===== config.mk =====
export PLATFORM = sky130hd
export DESIGN_NAME = pd_sample_controller
export DESIGN_NICKNAME = d
export VERILOG_FILES = /design/src/rtl/pd_sample_controller.sv
export SDC_FILE = /design/constraint.sdc
export NUM_CORES = 1
export LEC_CHECK = 0
export CAP_MARGIN = 20
export CORE_ASPECT_RATIO = 0.8
export CORE_MARGIN = 2
export CORE_UTILIZATION = 45
export DETAILED_ROUTE_END_ITERATION = 10
export GPL_ROUTABILITY_DRIVEN = 0
export SETUP_SLACK_MARGIN = 0.2
export SYNTH_ARGS = -nofsm -noshare
export SYNTH_HDL_FRONTEND = slang
export SYNTH_SLANG_ARGS = --single-unit

===== constraint.sdc =====
create_clock -name fpga_clk_i -period 4.2 [get_ports fpga_clk_i]
set_clock_uncertainty 0.05 [all_clocks]
set_input_delay 0.84 -clock fpga_clk_i [delete_from_list [all_inputs] [get_ports fpga_clk_i]]
set_output_delay 0.84 -clock fpga_clk_i [all_outputs]
set_load 0.02 [all_outputs]

===== src/rtl/pd_sample_controller.sv =====
`default_nettype none
// pd_sample_controller: clear / window / debounced-capture sequencer for the delay-line phase
// detector; averages 2^LOG2_AVG accepted samples into one strobed, signed error word.
module pd_sample_controller #(
  parameter int WIDTH          = 5,
  parameter int RESET_CYCLES   = 4,
  parameter int WINDOW_CYCLES  = 16,
  parameter int STABLE_CYCLES  = 2,
  parameter int TIMEOUT_CYCLES = 32,
  parameter int LOG2_AVG       = 2
) (
  input  logic             fpga_clk_i,
  input  logic             reset_i,
  input  logic             enable_i,
  input  logic [WIDTH-1:0] pd_error_i,
  output logic             pd_reset_o,
  output logic [WIDTH-1:0] error_o,
  output logic             error_valid_o,
  output logic             saturated_o,
  output logic             timeout_o,
  output logic             busy_o
);

  localparam int CNT_MAX =
    (TIMEOUT_CYCLES > WINDOW_CYCLES)
      ? ((TIMEOUT_CYCLES > RESET_CYCLES) ? TIMEOUT_CYCLES : RESET_CYCLES)
      : ((WINDOW_CYCLES > RESET_CYCLES) ? WINDOW_CYCLES : RESET_CYCLES);
  localparam int CW = $clog2(CNT_MAX + 1);
  localparam int SW = $clog2(STABLE_CYCLES + 1);
  localparam int BW = LOG2_AVG + 1;
  localparam int AW = WIDTH + LOG2_AVG;

  localparam logic [CW-1:0] CLEAR_LAST    = CW'(RESET_CYCLES - 1);
  localparam logic [CW-1:0] WAIT_LAST     = CW'(WINDOW_CYCLES - 1);
  localparam logic [CW-1:0] TIMEOUT_LAST  = CW'(TIMEOUT_CYCLES - 1);
  localparam logic [SW-1:0] STABLE_TARGET = SW'(STABLE_CYCLES);
  localparam logic [BW-1:0] BATCH_LAST    = BW'((1 << LOG2_AVG) - 1);
  localparam logic signed [WIDTH-1:0] FULL_POS = {1'b0, {(WIDTH-1){1'b1}}};
  localparam logic signed [WIDTH-1:0] FULL_NEG = -FULL_POS;

  typedef enum logic [2:0] {
    S_IDLE    = 3'd0,
    S_CLEAR   = 3'd1,
    S_WAIT    = 3'd2,
    S_CAPTURE = 3'd3,
    S_OUTPUT  = 3'd4
  } state_t;

  state_t state, next_state;

  logic [WIDTH-1:0]        sync_meta, sync_out, sync_prev;
  logic [CW-1:0]           phase_cnt;
  logic [SW-1:0]           stable_cnt, stable_next;
  logic [BW-1:0]           batch_cnt;
  logic signed [AW-1:0]    acc;
  logic                    sat_flag;
  logic                    accept, expire, sample_sat;
  logic signed [WIDTH-1:0] sample;

  assign sample     = sync_out;
  assign sample_sat = (sample == FULL_POS) || (sample <= FULL_NEG);

  always_comb begin
    next_state  = state;
    stable_next = '0;
    accept      = 1'b0;
    expire      = 1'b0;
    if (state == S_CAPTURE) begin
      // A differing bit pattern (including bus skew mid-transition) restarts the run.
      if ((phase_cnt == '0) || (sync_out != sync_prev)) stable_next = SW'(1);
      else                                              stable_next = stable_cnt + SW'(1);
      accept = (stable_next == STABLE_TARGET);
      expire = !accept && (phase_cnt == TIMEOUT_LAST);
    end
    case (state)
      S_IDLE:    if (enable_i) next_state = S_CLEAR;
      S_CLEAR:   if (!enable_i) next_state = S_IDLE;
                 else if (phase_cnt == CLEAR_LAST) next_state = S_WAIT;
      S_WAIT:    if (!enable_i) next_state = S_IDLE;
                 else if (phase_cnt == WAIT_LAST) next_state = S_CAPTURE;
      S_CAPTURE: if (!enable_i) next_state = S_IDLE;
                 else if (accept) next_state = (batch_cnt == BATCH_LAST) ? S_OUTPUT : S_CLEAR;
                 else if (expire) next_state = S_CLEAR;
      S_OUTPUT:  next_state = enable_i ? S_CLEAR : S_IDLE;
      default:   next_state = S_IDLE;
    endcase
  end

  always_ff @(posedge fpga_clk_i) begin
    if (reset_i) begin
      sync_meta     <= '0;
      sync_out      <= '0;
      sync_prev     <= '0;
      state         <= S_IDLE;
      phase_cnt     <= '0;
      stable_cnt    <= '0;
      batch_cnt     <= '0;
      acc           <= '0;
      sat_flag      <= 1'b0;
      pd_reset_o    <= 1'b1;
      busy_o        <= 1'b0;
      error_o       <= '0;
      error_valid_o <= 1'b0;
      saturated_o   <= 1'b0;
      timeout_o     <= 1'b0;
    end else begin
      sync_meta  <= pd_error_i;
      sync_out   <= sync_meta;
      sync_prev  <= sync_out;
      state      <= next_state;
      stable_cnt <= stable_next;
      if ((next_state != state) || (state == S_IDLE)) phase_cnt <= '0;
      else                                            phase_cnt <= phase_cnt + CW'(1);

      pd_reset_o    <= (next_state == S_IDLE) || (next_state == S_CLEAR);
      busy_o        <= (next_state != S_IDLE);
      timeout_o     <= enable_i && expire;
      error_valid_o <= 1'b0;

      if (state == S_OUTPUT) begin
        error_valid_o <= 1'b1;
        error_o       <= WIDTH'(acc >>> LOG2_AVG);
        saturated_o   <= sat_flag;
      end

      // Holding the batch clear throughout IDLE covers both discard and the fresh start.
      if ((state == S_IDLE) || (state == S_OUTPUT)) begin
        acc       <= '0;
        batch_cnt <= '0;
        sat_flag  <= 1'b0;
      end else if (enable_i && accept) begin
        acc       <= acc + AW'(sample);
        batch_cnt <= batch_cnt + BW'(1);
        sat_flag  <= sat_flag | sample_sat;
      end
    end
  end

endmodule
`default_nettype wire


==> flow_summary.toml, run 1 <==
[drt]
drt_wl_total_um = 3820
drc = 0
drtIter0Drc = 36
num_vias = 1551
wire_per_inst_um = 12.6
ant_nets = 0
firstDrtPassIters = 4
viasPerCell = 5.10

[placement]
dp_hpwl_um = 2720
place_area_um2 = 2390
pre_cts_slack_ns = 1.42
io_buffer_count = 17

[timing]
rsz0062_at_grt = "false"
setup_viol = 0
clock.fmax_ghz = 0.400
setup_ws_ns = 1.70
hold_viol = 0
post-route-period-util_pct = 59.5
relSlewSlack_pct = 36.2
tightestPinTransition_ns = 0.955
period_minus_slack_ns = 2.50
fin_tns_setup_ns = 0
slew_viol_final = 0

[pwr]
power_mw = 0.788
p_int_mw = 0.596
pwr-share-clk_pct = 36.8
power_switching_mw = 0.192
swShare_pct = 24.4
power_density_nw_per_um2 = 317
p_seq_share_pct = 58.3
leakagePower_nw = 0.921
p_comb_share_pct = 4.9
peakVddDrop_mv = 0.216

[cts]
cts_hold_buf = 0
clkLatencyLatePin_ns = 0.30
ctsLongestPathBuffers = 2
cts_post_setup_buffers_inserted = 0
cts_resized = 0
cts_buffers = 5
cts_root_buffer = "clkbuf_8"
cts_max_level = 2
cts_tree = "yes"
cts.sinks = 47
cts.clk_slew.worst_paths_ns = 0.10

[critical_path]
max_stage_delay_ns = 0.62
crit_path_start_kind = "input port"
critPathRequiredTime_ns = 4.33
crit_path_max_fanout = 6
cpMaxStageDelayCell = "clkdlybuf4s50_1"
crit_type = "in -> reg"
crit_arrival_ns = 2.63
path_cells = "clkdlybuf4s50_1 > nand2b_1 > or4_1 > a32oi_1 > o32a_1 > nor3_1"
end_kind = "flip-flop"

[yosys]
netlist_instances = 226
synth.top_cell.area_share_pct = 43.0
synth_compound_area_share_pct = 13.6
synth-edff-count = 0
ys.warnings.count = 0
yosys-mux-area-fraction_pct = 3.26
synth_cell_types = 53
synth_xor_area_share_pct = 4.75
synth_top_family_by_area = "simple AND/OR/NAND/NOR gates"
synthesis.area_um2 = 2190
syn_nets = 245
ys_seq_elements = 47
synth-simple-area-share_pct = 24.3
synth_top_area_cell = "dfxtp_1"
yosysSeqAreaShare_pct = 43.0
synth_adder_area_share_pct = 6.64
synth_area_leaders = "dfxtp_1 43%, ha_1 5.7%, nor2b_1 4.6%"
synth-main-ff-cell = "dfxtp_1"
async_flop_share_pct = 0
avgSynthCellArea_um2 = 9.67

[global_routing]
antenna_found_initial = 0
grt_pass1_wl_um = 6780
grt.total_usage_pct = 16.7
grt_pass1_vias = 1450
overflow = 0
grt_max_degree = 30

[die]
ios = 18
die-width_um = 81.9
die_area_um2 = 5430
fp.dieH_um = 66.3
core_um2 = 4620
initial_utilization_pct = 47.3
num_rows = 22

[cells_and_area]
diodes = 0
drive_gt1_share_pct = 10.7
nets = 262
final_cell_area_um2 = 2480
area_growth_pct = 13.7

[run]
maxCapViolCount = 0

[worst_hold_path]
hold_class = "reg -> reg"

[run_status]
status = "finished clean"
==> power groups by stage <==
stage	combinational [mW]	clock, mW	sequential, mW
after floorplan	0.0282	0	0.467
after global placement	0.0390	0	0.469
after detailed placement	0.0391	0	0.469
after CTS	0.0392	0.300	0.459
after global routing	0.0436	0.320	0.460
final	0.0389	0.290	0.459
==> critical path, delay by kind of cell <==
family / cells / cell delay [ns]
buf+inv: 1 / 0.62
simple gates: 3 / 0.73
compound gates: 2 / 0.44
==> layer usage <==
metal  share of wire, %  GRT usage, %  vias up
met5                  0             0        -
met4                1.3          6.25        0
met3                3.2          3.83        5
met2                 41          24.2       23
met1                 55          23.9      696
li1                   -             -      827
==> logic make-up after synthesis <==
group | after synthesis
XOR/XNOR | 11
multiplexers | 7
adder cells (fa/ha/maj) | 11
buffers and inverters | 19
AO/OA/AOI/OAI | 43
flip-flops | 47
AND/OR/NAND/NOR | 88
==> metrics by stage <==
| step | hold WS [ns] | util [%] | cells |
|---|---|---|---|
| 2_1_floorplan | 0.364 | - | 226 |
| 3_3_place_gp | 0.370 | 51.7 | 296 |
| 3_5_place_dp | 0.376 | 51.7 | 296 |
| 4_1_cts | 0.399 | 53.7 | 304 |
| 5_1_grt | 0.412 | 53.7 | 304 |
| 6_report | 0.395 | 53.7 | 304 |
==> cells in the mapped netlist, drive strengths merged (6+ instances only) <==
master   n
a211oi   6
a21oi   17
dfxtp   47
ha      10
inv     10
mux2i    6
nand2   12
nand2b   7
nor2    18
nor2b   16
nor3     8
o21ai    6
xor2     7
==> flip-flops by register name (all words and copies together), names as in the netlist <==
name / cells
batch_cnt: 3
error_o: 5
sync_prev: 5
state: 3
sample: 5
saturated_o: 1
busy_o: 1
phase_cnt: 6
error_valid_o: 1
sync_meta: 5
acc: 7
sat_flag: 1
stable_cnt: 2
pd_reset_o: 1
timeout_o: 1
==> cell usage in the layout (no fill, tap or decap), types with 2 or more instances in the layout <==
master	Yosys	layout
a211oi_1	4	4
a21o_1	3	3
a21oi_1	16	16
and3_1	2	2
buf_4	1	2
clkbuf_8	0	5
clkdlybuf4s50_1	0	17
dfxtp_1	47	47
ha_1	10	10
inv_1	10	10
mux2i_1	6	6
nand2_1	12	12
nand2b_1	7	7
nand3_1	5	5
nand4_1	2	2
nor2_1	18	18
nor2b_1	16	16
nor3_1	8	8
nor3b_1	4	4
o21ai_0	6	6
or3_1	2	2
xnor2_1	3	3
xor2_1	7	7
==> path summary, 6_finish.rpt <==
kind / cells after the start / end / slack (ns) / from
setup / recovery: 6 / phase_cnt[4]$_SDFF_PP0_ / 1.70 / enable_i
setup reg to reg: 8 / acc[6]$_SDFFE_PP0P_ / 1.87 / sample[0]$_SDFF_PP0_
hold reg to reg: 1 / sample[2]$_SDFF_PP0_ / 0.40 / sync_meta[2]$_SDFF_PP0_
hold / removal: 1 / sample[2]$_SDFF_PP0_ / 0.40 / sync_meta[2]$_SDFF_PP0_
==> area by class of cell <==
type	instances	area, µm²
timing repair buffer	19	185
multi-input combinational	160	1150
inverter	10	37.5
tap	60	75.1
sequential	47	941
clock inverter	3	27.5
fill	427	2140
clock buffer	5	68.8
Power figures use the tool's default switching activity.
==> run 2, diff against run 1 <==
Settings changed: PLACE_DENSITY set to 0.67.
Clock period 4.2 ns to 2.1 ns, I/O delays scaled along.
==> run 2 against run 1 <==
  * Worst hold slack lost 0.0040 ns
  * First-iteration DRC count grew to 2.6 times the previous value
  * Critical path depth is 3 higher
  * Global-route usage grew 1.2 points
  * Cell count grew 7.2%
  * Combinational power grew to 2.6 times the previous value
  * Utilization increased by 6.7 points
  * Routed wire length grew 14%
  * Largest cell class unchanged
  * Largest power group unchanged
  * Highest routed layer unchanged
==> flow_summary.toml, run 2 (synthesized netlist as in run 1, its figures left out) <==
[cells_and_area]
drive_gt1_share_pct = 25.6
utilization_pct = 60.4
layout_commonest_cell = "dfxtp_1"
diodes = 0
nets = 284
area_growth_pct = 27.8
largest_reg_flops = 7
reg_top3 = "acc: 7 flops, phase_cnt: 6 flops"
regMostFlops = "acc"
final_cell_mix = "43 x dfxtp_1, 23 x buf_4, 18 x nor2_1, 17 x clkdlybuf4s50_1, 16 x nor2b_1"
fillerInstances = 405

[cts]
cts.sinks = 47
cts_hold_buf = 0
cts.clk_slew.worst_paths_ns = 0.09
cts_root_buffer = "clkbuf_8"
clkLatencyLatePin_ns = 0.30
ctsLongestPathBuffers = 2
cts_buffers = 5
cts_tree = "yes"
cts_max_level = 2

[pwr]
p_int_mw = 1.19
power_mw = 1.57
peakVddDrop_mv = 0.562
swShare_pct = 24.0
power_density_nw_per_um2 = 563
leakagePower_nw = 1.07
p_comb_share_pct = 6.3
power_switching_mw = 0.376
p_seq_share_pct = 58.3
pwr-share-clk_pct = 35.4

[drt]
num_vias = 1696
drtIter0Drc = 95
firstDrtPassIters = 6
drt_wl_total_um = 4370
viasPerCell = 5.20
drc = 0
wire_per_inst_um = 13.4
ant_nets = 0

[critical_path]
crit_path_start_kind = "flip-flop"
crit_arrival_ns = 2.13
cpMaxStageDelayCell = "dfxtp_4"
crit_family = "simple AND/OR/NAND/NOR gates"
end_kind = "flip-flop"
crit_top_cell = "buf_4"
crit_type = "reg -> reg"
path_cells = "buf_4 > xor2_2 > nor4b_4 > buf_4 > buf_4 > and4_4 > buf_12 > nor2_1 > a211oi_1"
crit_path_max_fanout = 8
crit_buf_inv = 4
max_stage_delay_ns = 0.36
critPathRequiredTime_ns = 2.27

[die]
num_rows = 22
die-width_um = 81.9
ios = 18
initial_utilization_pct = 47.3
fp.dieH_um = 66.3
die_area_um2 = 5430
core_um2 = 4620

[timing]
slew_viol_final = 0
tightestPinTransition_ns = 0.354
period_minus_slack_ns = 1.96
relSlewSlack_pct = 76.1
hold_viol = 0
post-route-period-util_pct = 93.4
clock.fmax_ghz = 0.510
fin_tns_setup_ns = 0
rsz0062_at_grt = "true"
setup_viol = 0

[run]
maxCapViolCount = 0

[global_routing]
antenna_found_initial = 0
grt_pass1_wl_um = 7240
grt_pass1_vias = 1541
overflow = 0
grt_max_degree = 28
grt.total_usage_pct = 17.9

[run_status]
status = "finished clean"

[placement]
io_buffer_count = 17
dp_hpwl_um = 3010

[worst_hold_path]
hold_class = "reg -> reg"
-- run 2: timing repair --
action                     4_1_cts  5_1_grt
setup endpoints to repair       14       18
setup buffers                    6        5
resized for setup                8       18
pin swaps                        6        8
hold endpoints to repair         0        0
gates cloned                     0        0
-- run 2: cell type report --
cell class | count | area, µm² | share of cell area, %
Timing Repair Buffer | 41 | 363 | 13.0
Inverter | 10 | 37.5 | 1.34
Sequential cell | 47 | 948 | 34.0
Clock buffer | 6 | 72.6 | 2.60
Multi-Input combinational cell | 160 | 1280 | 45.8
Tap cell | 60 | 75.1 | 2.69
Clock inverter | 2 | 16.3 | 0.582
-- run 2: path summary, 6_finish.rpt --
| path | from | to | slack, ns | depth (start not counted) |
|---|---|---|---|---|
| setup / recovery | sample[0]$_SDFF_PP0_ | batch_cnt[2]$_SDFFE_PP0P_ | 0.14 | 9 |
| hold / removal | sync_meta[0]$_SDFF_PP0_ | sample[0]$_SDFF_PP0_ | 0.39 | 1 |
| setup reg to reg | sample[0]$_SDFF_PP0_ | batch_cnt[2]$_SDFFE_PP0P_ | 0.14 | 9 |
| hold reg to reg | sync_meta[0]$_SDFF_PP0_ | sample[0]$_SDFF_PP0_ | 0.39 | 1 |
-- run 2: per-stage QoR --
step                std cells  area (µm²)  hold slack, ns  setup WS, ns
finish                    326        2790           0.391         0.139
global route              326        2790           0.408        0.0480
CTS                       321        2680           0.393         0.137
detailed placement        307        2510           0.375        -0.111
global placement          307        2510           0.368       -0.0281
floorplan                 226        2220           0.364         0.207
-- run 2: power by group through the flow --
| stage | clock network, mW | logic, mW | registers [mW] |
|---|---|---|---|
| floorplan | 0 | 0.0576 | 0.934 |
| global placement | 0 | 0.0875 | 0.937 |
| detailed placement | 0 | 0.0890 | 0.937 |
| CTS | 0.565 | 0.0935 | 0.915 |
| global route | 0.606 | 0.110 | 0.919 |
| finish | 0.556 | 0.0993 | 0.916 |
-- run 2: metal layers --
metal	track usage, %	vias to the layer above	wire length (µm)
met1	25.6	794	2290
met5	0	-	0
met4	6.88	0	67
met2	25.9	29	1860
met3	3.96	7	154
li1	-	866	-
